[src/rtl/reg_scoreboard.sv]
// Register scoreboard: counts in-flight writes per destination register,
// publishes the pending-destination mask for RAW stalls and blocks issue
// after a flush until every outstanding write has retired.
module reg_scoreboard #(
    parameter int CNT_W   = 2,
    parameter int TOTAL_W = 4
) (
    input  logic               clk,
    input  logic               reset,
    input  logic               flush,
    input  logic               issue_valid,
    input  logic [4:0]         issue_rd,
    output logic               issue_ready,
    input  logic               wb_valid,
    input  logic [4:0]         wb_rd,
    output logic [31:0]        pending_mask,
    output logic [TOTAL_W-1:0] outstanding,
    output logic               draining,
    output logic               underflow_err
);

    localparam logic [CNT_W-1:0]   CNT_MAX   = {CNT_W{1'b1}};
    localparam logic [TOTAL_W-1:0] TOTAL_MAX = {TOTAL_W{1'b1}};

    typedef enum logic {
        RUN   = 1'b0,
        DRAIN = 1'b1
    } state_t;

    state_t             state_q, state_d;
    logic [CNT_W-1:0]   cnt_q [32];
    logic [CNT_W-1:0]   cnt_d [32];
    logic [31:0]        mask_q, mask_d;
    logic [TOTAL_W-1:0] total_q, total_d;
    logic               underflow_q, underflow_d;

    logic accept;
    logic wb_hit;
    logic same_rd_issue;
    logic wb_retires;

    // Issue gating and the global retire/underflow decisions. Register x0
    // never counts: rd=0 is filtered out of both accept and wb_hit.
    always_comb begin
        issue_ready   = (state_q == RUN) && !flush &&
                        (cnt_q[issue_rd] != CNT_MAX) && (total_q != TOTAL_MAX);
        accept        = issue_valid && issue_ready && (issue_rd != 5'd0);
        wb_hit        = wb_valid && (wb_rd != 5'd0);
        same_rd_issue = accept && (issue_rd == wb_rd);
        // A writeback to an idle register is only legal if it pairs with a
        // same-cycle issue to that register (it retires the new write).
        wb_retires    = wb_hit && ((cnt_q[wb_rd] != '0) || same_rd_issue);
        underflow_d   = underflow_q || (wb_hit && !wb_retires);

        total_d = total_q;
        if (accept && !wb_retires) begin
            total_d = total_q + TOTAL_W'(1);
        end else if (!accept && wb_retires) begin
            total_d = total_q - TOTAL_W'(1);
        end
    end

    genvar gi;
    generate
        for (gi = 0; gi < 32; gi++) begin : g_cnt
            logic inc;
            logic dec;

            // Per-register next count; simultaneous issue and retire cancel.
            always_comb begin
                inc = accept && (issue_rd == 5'(gi));
                dec = wb_retires && (wb_rd == 5'(gi));
                cnt_d[gi] = cnt_q[gi];
                if (inc && !dec) begin
                    cnt_d[gi] = cnt_q[gi] + CNT_W'(1);
                end else if (!inc && dec) begin
                    cnt_d[gi] = cnt_q[gi] - CNT_W'(1);
                end
                mask_d[gi] = (gi != 0) && (cnt_d[gi] != '0);
            end

            // Per-register pending counter.
            always_ff @(posedge clk or posedge reset) begin
                if (reset) begin
                    cnt_q[gi] <= '0;
                end else begin
                    cnt_q[gi] <= cnt_d[gi];
                end
            end
        end
    endgenerate

    // Flush recovery: leave DRAIN once the last outstanding write is gone.
    always_comb begin
        state_d = state_q;
        case (state_q)
            RUN: begin
                if (flush) state_d = DRAIN;
            end
            DRAIN: begin
                if (!flush && (total_d == '0)) state_d = RUN;
            end
            default: state_d = RUN;
        endcase
    end

    // Global state, outstanding count, registered mask and sticky error.
    always_ff @(posedge clk or posedge reset) begin
        if (reset) begin
            state_q     <= RUN;
            total_q     <= '0;
            mask_q      <= '0;
            underflow_q <= 1'b0;
        end else begin
            state_q     <= state_d;
            total_q     <= total_d;
            mask_q      <= mask_d;
            underflow_q <= underflow_d;
        end
    end

    assign pending_mask  = mask_q;
    assign outstanding   = total_q;
    assign draining      = (state_q == DRAIN);
    assign underflow_err = underflow_q;

endmodule
[config.mk]
export PLATFORM = sky130hd
export DESIGN_NAME = reg_scoreboard
export DESIGN_NICKNAME = d
export VERILOG_FILES = /design/src/rtl/reg_scoreboard.sv
export SDC_FILE = /design/constraint.sdc
export NUM_CORES = 1
export LEC_CHECK = 0
export CORE_ASPECT_RATIO = 0.9
export CORE_UTILIZATION = 40
export CTS_BUF_LIST = sky130_fd_sc_hd__clkbuf_8
export CTS_CLUSTER_SIZE = 12
export DETAILED_ROUTE_END_ITERATION = 10
export GPL_TIMING_DRIVEN = 1
export RECOVER_POWER = 50
export SETUP_SLACK_MARGIN = 0.15
export SKIP_LAST_GASP = 1
export SLEW_MARGIN = 10
export SYNTH_ARGS = -nofsm -noshare
export SYNTH_HDL_FRONTEND = slang
export SYNTH_SLANG_ARGS = --single-unit
[constraint.sdc]
create_clock -name clk -period 4.85 [get_ports clk]
set_input_delay 0.485 -clock clk [delete_from_list [all_inputs] [get_ports clk]]
set_output_delay 0.485 -clock clk [all_outputs]
set_load 0.02 [all_outputs]
# After elaboration in Yosys (flattened, before gate mapping)
# Index checks and enable logic that the tools add are counted.
[op_classes] n_reduce_logical=247 eq_ne=65 n_lt_le_gt_ge=2 bitwise=3 mux=75 add_sub_neg=66
[op_table] op="$eq A5 B5 Y1 const B" n=32
[op_table] op="$logic_and A1 B1 Y1" n=140
[op_table] op="$mux W2" n=68
[op_table] op="$eq A5 B4 Y1 const B" n=16
[op_table] op="$logic_not A1 Y1" n=67
[op_table] op="$reduce_bool A2 Y1" n=33
[op_table] op="$add A2 B1 Y2 const B" n=32
[op_table] op="$sub A2 B1 Y2 const B" n=32
[op_table] op="$eq A5 B3 Y1 const B" n=8
[op_table] op="$bmux W2 S5" n=2
[op_table] op="$eq A5 B2 Y1 const B" n=4
[op_table] op="$ge A6 B6 Y1 const B" n=2
[op_table] op="$not A5 Y6" n=2
[op_table] op="$eq A5 B1 Y1 const B" n=2
[op_table] op="$logic_not A5 Y1" n=2
[op_table] op="$reduce_bool A5 Y1" n=2
[op_table] op="$mux W4" n=2
[op_table] op="$eq A5 B5 Y1" n=1
[op_table] op="$add A4 B1 Y4 const B" n=1
[op_table] op="$logic_not A4 Y1" n=1
[op_table] op="$ne A4 B4 Y1 const B" n=1
[op_table] op="$sub A4 B1 Y4 const B" n=1
[op_table] op="$logic_or A1 B1 Y1" n=2
[op_table] op="$mux W1" n=2
[op_table] op="3 further kinds" n=3
[word_totals] output_inout_bits=39 elab_cells=494 register_bits=101 in_bits=15

# Logic depth before layout (Yosys ltp)
# Gate-level depths: netlist of the first run.
[logic_depth] word_depth=19 mapped_depth=13 ltp_nobuf=9

# Least setup slack after synthesis of the first run
# No wires, ideal clock.
[synth_path] kind="input to register" startpoint="in issue_rd[3]" endpoint="reg mask_q[17] (netlist: pending_mask[17])" t_required_ns=4.691 path_slack_ns=1.770 setup_ns=0.159 path_buffers=2 arrival_ns=2.921 cell_stages=11 path_cell_list="buf_4 > and3_1 > a311o_1 > a21o_1 > a311oi_4 > nand3_4 > a2111oi_4 > buf_6 > nand2_2 > a211oi_1 > a41oi_1"
[synth_via] elab_chain_len=17 elab_cells_between_ends=24 cone_classes="eq/ne: 3; mux: 5; bitwise: 1; reduce/logical: 15"
[synth_lines] item="start, declared" line="12" source="input logic [4:0] issue_rd,"
[synth_lines] item="$not A5 Y6 (not written as such)" line="46" source="(cnt_q[issue_rd] != CNT_MAX) && (total_q != TOTAL_MAX);"
[synth_lines] item="$bmux W2 S5" line="46"
[synth_lines] item="$mux W2 (not written as such) (2 in a row)" line="46"
[synth_lines] item="$ne A2 B2 Y1" line="46"
[synth_lines] item="$logic_and A1 B1 Y1" line="45" source="issue_ready = (state_q == RUN) && !flush &&"
[synth_lines] item="$logic_and A1 B1 Y1" line="46"
[synth_lines] item="$logic_and A1 B1 Y1 (2 in a row)" line="47" source="accept = issue_valid && issue_ready && (issue_rd != 5'd0);"
[synth_lines] item="$logic_and A1 B1 Y1" line="49" source="same_rd_issue = accept && (issue_rd == wb_rd);"
[synth_lines] item="$logic_or A1 B1 Y1" line="52" source="wb_retires = wb_hit && ((cnt_q[wb_rd] != '0) || same_rd_issue);"
[synth_lines] item="$logic_and A1 B1 Y1" line="52"
[synth_lines] item="$logic_and A1 B1 Y1" line="72" source="dec = wb_retires && (wb_rd == 5'(gi));"
[synth_lines] item="$logic_and A1 B1 Y1 / $logic_not A1 Y1 (equally long branches)" line="76, 74"
[synth_lines] item="$mux W2 / $logic_and A1 B1 Y1 (equally long branches)" line="76, 74"
[synth_lines] item="$mux W2 (*)" line="74" source="if (inc && !dec) begin"
[synth_lines] item="$reduce_bool A2 Y1 (*)" line="79" source="mask_d[gi] = (gi != 0) && (cnt_d[gi] != '0);"
[synth_lines] item="net mask_d[17]" line="33" source="logic [31:0] mask_q, mask_d;"
[synth_lines] item="end signal, assigned" line="117" source="mask_q <= mask_d;"
[synth_lines] item="end, declared" line="33"
# The timed path passes the listed nets; every way through them passes the cells marked *. The select of a mux whose other input is x is not followed.
# A chain may end at the register's enable or synchronous reset.

# Final worst setup path of the first run
[layout_path] startpoint="in issue_rd[1]" endpoint="out issue_ready"
[layout_via] elab_chain_len=7
[layout_lines] item="$not A5 Y6 (not written as such)" line="46"
[layout_lines] item="$bmux W2 S5" line="46"
[layout_lines] item="$mux W2 (not written as such) (2 in a row)" line="46"
[layout_lines] item="$ne A2 B2 Y1" line="46"
[layout_lines] item="$logic_and A1 B1 Y1" line="45"
[layout_lines] item="$logic_and A1 B1 Y1" line="46"
[layout_lines] item="end, declared" line="13" source="output logic issue_ready,"
# Every way passes these cells. The select of a mux whose other input is x is not followed.

==> results.yml, run 1 <==
placement:
  port_buffers: 52
  place_congestion: 0.875
  dp_slack_ns: 0.661
  dpl.hpwl_um: 11600
synthesis:
  ys_warn_count: 0
  seq_area_frac_synth_pct: 42.6
  synth_area_mm2: 0.00594
  synth_fp_nets: 652
  yosys-top-cells-area: "dfrtp_1 43%, xnor2_1 5.0%, nor2_1 4.7%"
  ys_ff_latch: 101
  async_flop_share_pct: 100
  synth.top_cell.area_share_pct: 42.6
  netlist_instances: 635
  synth_ff_type: "dfrtp_1"
  synth.distinct_cells: 71
  synth_edf_count: 0
  synth.avg_cell_area_um2: 9.35
  synth_top_area_cell: "dfrtp_1"
power_and_ir_drop:
  sequentialPowerShare_pct: 44.3
  internal_power_uw: 1930
  p_leak_uw: 0.00271
  clockPowerShare_pct: 21.0
  p_sw_share_pct: 37.1
  ir_drop_mv: 0.266
  power_frac_comb_pct: 34.7
  switching_power_uw: 1140
  power_density_mw_per_mm2: 445
critical_path:
  cp.required_ns: 4.37
  cp_max_fo: 15
  critPathKind: "in2out"
  startpoint_type: "input port"
  cp-end-kind: "output pin"
  crit_arrival_ns: 3.65
global_routing:
  grt_max_degree: 61
  antenna_found_initial: 0
  grt_pass1_wl_um: 25800
  overflow: 0
  grt_pass1_vias: 4914
  grt_use_total_pct: 21.9
clocking:
  post_cts.repair.setup_buffers: 0
  clk_pin_slew_worst_paths_ns: 0.10
  cts.sinks: 101
  post_cts_resized: 0
  cts_made_buffers: 9
  cts.path.max_buffers: 2
  clk_latency_ns: 0.39
  hold_buffers: 0
  root_buffer: "clkbuf_8"
  htreeDepth: 3
  tritoncts: "built"
sta:
  whs_ns: 0.428
  rsz0062_at_grt: "no"
  setup_viol: 0
  period_share_pct: 85.3
  post-route-min-period_ns: 4.14
  slew_violations: 61
  max_slew_margin_pct: -78.9
  clock.fmax_mhz: 242
  worst_pin_slew_ns: 2.67
  fin_tns_setup_ns: 0
  hold_viol: 0
  finClkSkew_ns: 0.0204
  fin_ws_ns: 0.712
floorplan:
  die_w_um: 130
  num_rows: 41
  core_mm2: 0.0143
  chipHeight_um: 118
  start_util_pct: 41.6
  dieArea_mm2: 0.0153
  ios: 54
layout:
  nets: 702
  final_cell_mix: "101 x dfrtp_1, 74 x nor2_1, 48 x nand2_1"
  final_common_cell: "dfrtp_1"
  diodes: 0
  syn_to_final_growth_pct: 16.3
  final_layout_size_suffix_gt1_share_pct: 9.42
routing:
  drt_iter0_markers: 442
  routed_wl_um: 15900
  wl_per_cell_um: 18.0
  viasPerCell: 5.81
  firstDrtPassIters: 5
  drcViolationCount: 0
  via_count: 5130
  ant_nets: 0
outcome:
  violations: "capacitance limit, slew limit"
  status: "finished, violations left"
run:
  drv_cap: 1
hold_path:
  hp-class: "reg2reg"
==> metrics by stage <==
step | area, um2 | util [%] | std cells | power, uW
after floorplan | 5940 | - | 635 | 2020
after global placement | 6670 | 46.8 | 867 | 2420
after detailed placement | 6670 | 46.8 | 867 | 2460
after CTS | 6910 | 48.5 | 883 | 3120
after global routing | 6910 | 48.4 | 883 | 3260
final | 6910 | 48.4 | 883 | 3070
==> flip-flops by register name, summed over array words and instances (netlist names) <==
name and cells:
pending_mask 31, cnt_q 64, outstanding 4, draining 1, underflow_err 1
==> power by group through the flow <==
stage	Combinational [uW]	Clock [uW]	Sequential (uW)
2_1_floorplan	569	0	1450
3_3_place_gp	1060	0	1360
3_5_place_dp	1090	0	1370
4_1_cts	1090	665	1360
5_1_grt	1160	694	1410
6_report	1070	645	1360
==> logic make-up after synthesis <==
family | share of synthesized area [%]
adders and majority gates | 0.421
muxes | 3.54
AOI/OAI and AO/OA | 22.1
other | 0.0632
buffers and inverters | 4.66
and+or+nand+nor | 18.2
xor gates and xnor gates | 8.41
DFF | 42.6
==> cell usage after synthesis, types with 3 or more instances <==
library cell	instances
a2111oi_4	3
a211o_1	7
a211oi_1	16
a21oi_1	45
a311oi_1	3
a31oi_1	12
a41oi_1	7
and2_1	4
and3_1	5
buf_2	5
buf_4	7
clkbuf_1	15
dfrtp_1	101
inv_1	31
inv_2	3
mux2i_1	3
mux4_2	8
nand2_1	48
nand2_2	7
nand3_1	19
nand4b_1	4
nor2_1	74
nor2b_1	7
nor3_1	9
nor3b_1	11
nor4_1	7
o2111a_1	3
o211a_1	9
o211ai_1	9
o21ai_0	34
o21ai_1	5
o31ai_1	3
or2_2	5
or3_1	4
xnor2_1	34
xor2_1	23
==> area by class of cell <==
class                   count  area (um2)
clock inverters             7         114
fillers                  1362        7350
flip-flops and latches    101        2530
multi-input cells         471        3130
well taps                 193         241
inverters                  34         129
clock buffers               9         124
repair buffers             68         638
==> critical path: stages <==
cell and delay (ns):
clkdlybuf4s50_1 0.87, buf_4 0.32, mux2i_1 0.20, nand2_1 0.06, a31oi_1 0.22, or3b_1 0.42
nor3_1 0.38, clkdlybuf4s50_1 0.70
==> path summary, 6_finish.rpt <==
check | slack [ns] | depth (start not counted) | startpoint | end
max | 0.71 | 8 | issue_rd[1] | issue_ready
max reg2reg | 1.44 | 10 | cnt_q[39]$_DFF_PP0_ | pending_mask[29]$_DFF_PP0_
min reg2reg | 0.43 | 0 | cnt_q[63]$_DFFE_PP0P_ | cnt_q[63]$_DFFE_PP0P_
min in group asynchronous | 1.29 | 2 | reset | pending_mask[16]$_DFF_PP0_
max in group asynchronous | 1.60 | 3 | reset | pending_mask[27]$_DFF_PP0_
min | 0.43 | 0 | cnt_q[63]$_DFFE_PP0P_ | cnt_q[63]$_DFFE_PP0P_
==> per-layer routing <==
metal / wire (um) / global-route usage [%]
met3: 953 / 3.82
met1: 7260 / 30.6
met4: 357 / 7.11
met2: 7370 / 34.2
met5: 0 / 0
(Power assumes the default switching activity.)
==> run 2, diff against run 1 <==
TNS_END_PERCENT = 100   (was unset)
==> results of run 2 <==
The final DEF is identical to that of run 1; final timing and power are the same.
==> run 3, diff against run 2 <==
RECOVER_POWER = 100   (was 50)
==> results.yml, run 3 (synthesized netlist as in run 1, its figures left out) <==
outcome:
  violations: "capacitance limit, slew limit"
  status: "finished, violations left"
clocking:
  cts.sinks: 101
  cts.path.max_buffers: 2
  cts_made_buffers: 9
  post_cts_resized: 0
  tritoncts: "built"
  clk_latency_ns: 0.39
  root_buffer: "clkbuf_8"
  post_cts.repair.setup_buffers: 0
  clk_pin_slew_worst_paths_ns: 0.10
  htreeDepth: 3
  hold_buffers: 0
run:
  drv_cap: 1
global_routing:
  grt_use_total_pct: 21.9
  grt_max_degree: 61
  grt_pass1_vias: 4914
  overflow: 0
  antenna_found_initial: 0
  grt_pass1_wl_um: 25800
critical_path:
  startpoint_type: "input port"
  cp-end-kind: "flop"
  cp_max_fo: 15
  critPathKind: "in2reg"
  r2r-end: "pending_mask[29]$_DFF_PP0_"
  r2r_start: "cnt_q[39]$_DFF_PP0_"
  ff2ff_path_depth: 10
  crit_arrival_ns: 4.56
  r2r_slack_ns: 1.09
  cp.required_ns: 5.06
layout:
  finalInstanceArea_mm2: 0.00685
  top_register: "cnt_q"
  final_cell_mix: "101 x dfrtp_1, 74 x nor2_1, 55 x nand2_1"
  final_layout_size_suffix_gt1_share_pct: 7.39
  diodes: 0
  syn_to_final_growth_pct: 15.3
  nets: 702
  largest_register_ffs: 64
  final_common_cell: "dfrtp_1"
routing:
  firstDrtPassIters: 5
  via_count: 5082
  drcViolationCount: 0
  drt_iter0_markers: 414
  ant_nets: 0
  wl_per_cell_um: 18.0
  viasPerCell: 5.76
  routed_wl_um: 15900
floorplan:
  ios: 54
  start_util_pct: 41.6
  chipHeight_um: 118
  core_mm2: 0.0143
  dieArea_mm2: 0.0153
  num_rows: 41
  die_w_um: 130
power_and_ir_drop:
  clockPowerShare_pct: 21.2
  sequentialPowerShare_pct: 44.6
  power_density_mw_per_mm2: 444
  switching_power_uw: 1130
  ir_drop_mv: 0.266
  power_frac_comb_pct: 34.1
  p_leak_uw: 0.00266
  internal_power_uw: 1910
  p_sw_share_pct: 37.2
placement:
  port_buffers: 52
  dpl.hpwl_um: 11600
  place_congestion: 0.875
  dpl_cell_area_mm2: 0.00667
sta:
  slew_violations: 61
  max_slew_margin_pct: -77.1
  rsz0062_at_grt: "no"
  post-route-min-period_ns: 4.34
  clock.fmax_mhz: 230
  fin_tns_setup_ns: 0
  setup_viol: 0
  finClkSkew_ns: 0.0212
  period_share_pct: 89.6
  hold_viol: 0
  worst_pin_slew_ns: 2.64
hold_path:
  min_to: "cnt_q[63]$_DFFE_PP0P_"
  holdCritStartpoint: "cnt_q[63]$_DFFE_PP0P_"
  hold_depth: 0
  hp-class: "reg2reg"
run 3: final cells by class:
type | instances | area [um2]
Sequential cell | 101 | 2530
Fill cell | 1369 | 7410
Timing Repair Buffer | 68 | 623
Multi-Input combinational cell | 471 | 3090
Clock buffer | 9 | 124
Inverter | 34 | 129
Clock inverter | 7 | 114
Tap cell | 193 | 241
run 3: critical path, cell delays in order:
cell and delay [ns]:
dlygate4sd3_1 0.94, buf_4 0.32, mux2i_1 0.20, nand2_1 0.06, a31oi_1 0.22, nor3b_2 0.34, nand3_4 0.18, a2111oi_4 0.55
clkbuf_1 0.55, nand2_1 0.25, a211oi_1 0.35, a41oi_1 0.11
run 3: power by group through the flow:
stage / combinational (uW) / clock (uW) / sequential [uW]
finish: 1040 / 646 / 1360
global route: 1140 / 694 / 1400
CTS: 1090 / 665 / 1360
detailed placement: 1090 / 0 / 1370
global placement: 1060 / 0 / 1360
floorplan: 569 / 0 / 1450
run 3: worst max-delay path by stage:
stage	cells after the start	from	slack [ns]	endpoint
finish	12	issue_rd[1]	0.51	pending_mask[29]$_DFF_PP0_
global route	12	issue_rd[1]	0.44	pending_mask[29]$_DFF_PP0_
CTS	8	issue_rd[1]	0.80	issue_ready
detailed placement	12	issue_rd[1]	0.66	cnt_q[19]$_DFF_PP0_
global placement	12	issue_rd[1]	0.73	pending_mask[15]$_DFF_PP0_
floorplan	1	reset	1.72	cnt_q[0]$_DFF_PP0_
run 3: stage by stage:
stage	utilization, %	worst slack [ns]	std cells	power, uW	hold slack (ns)
6_report	48.0	0.506	883	3040	0.428
5_1_grt	48.0	0.437	883	3230	0.431
4_1_cts	48.5	0.802	883	3120	0.422
3_5_place_dp	46.8	0.661	867	2460	0.398
3_3_place_gp	46.8	0.728	867	2420	0.389
2_1_floorplan	-	1.72	635	2020	0.451
run 3: layer usage:
layer	global-route usage [%]	vias up	wire length, um
met5	0	-	0
met4	7.11	0	379
met3	3.82	27	920
met2	34.2	181	7380
met1	30.6	2487	7240
li1	-	2387	-
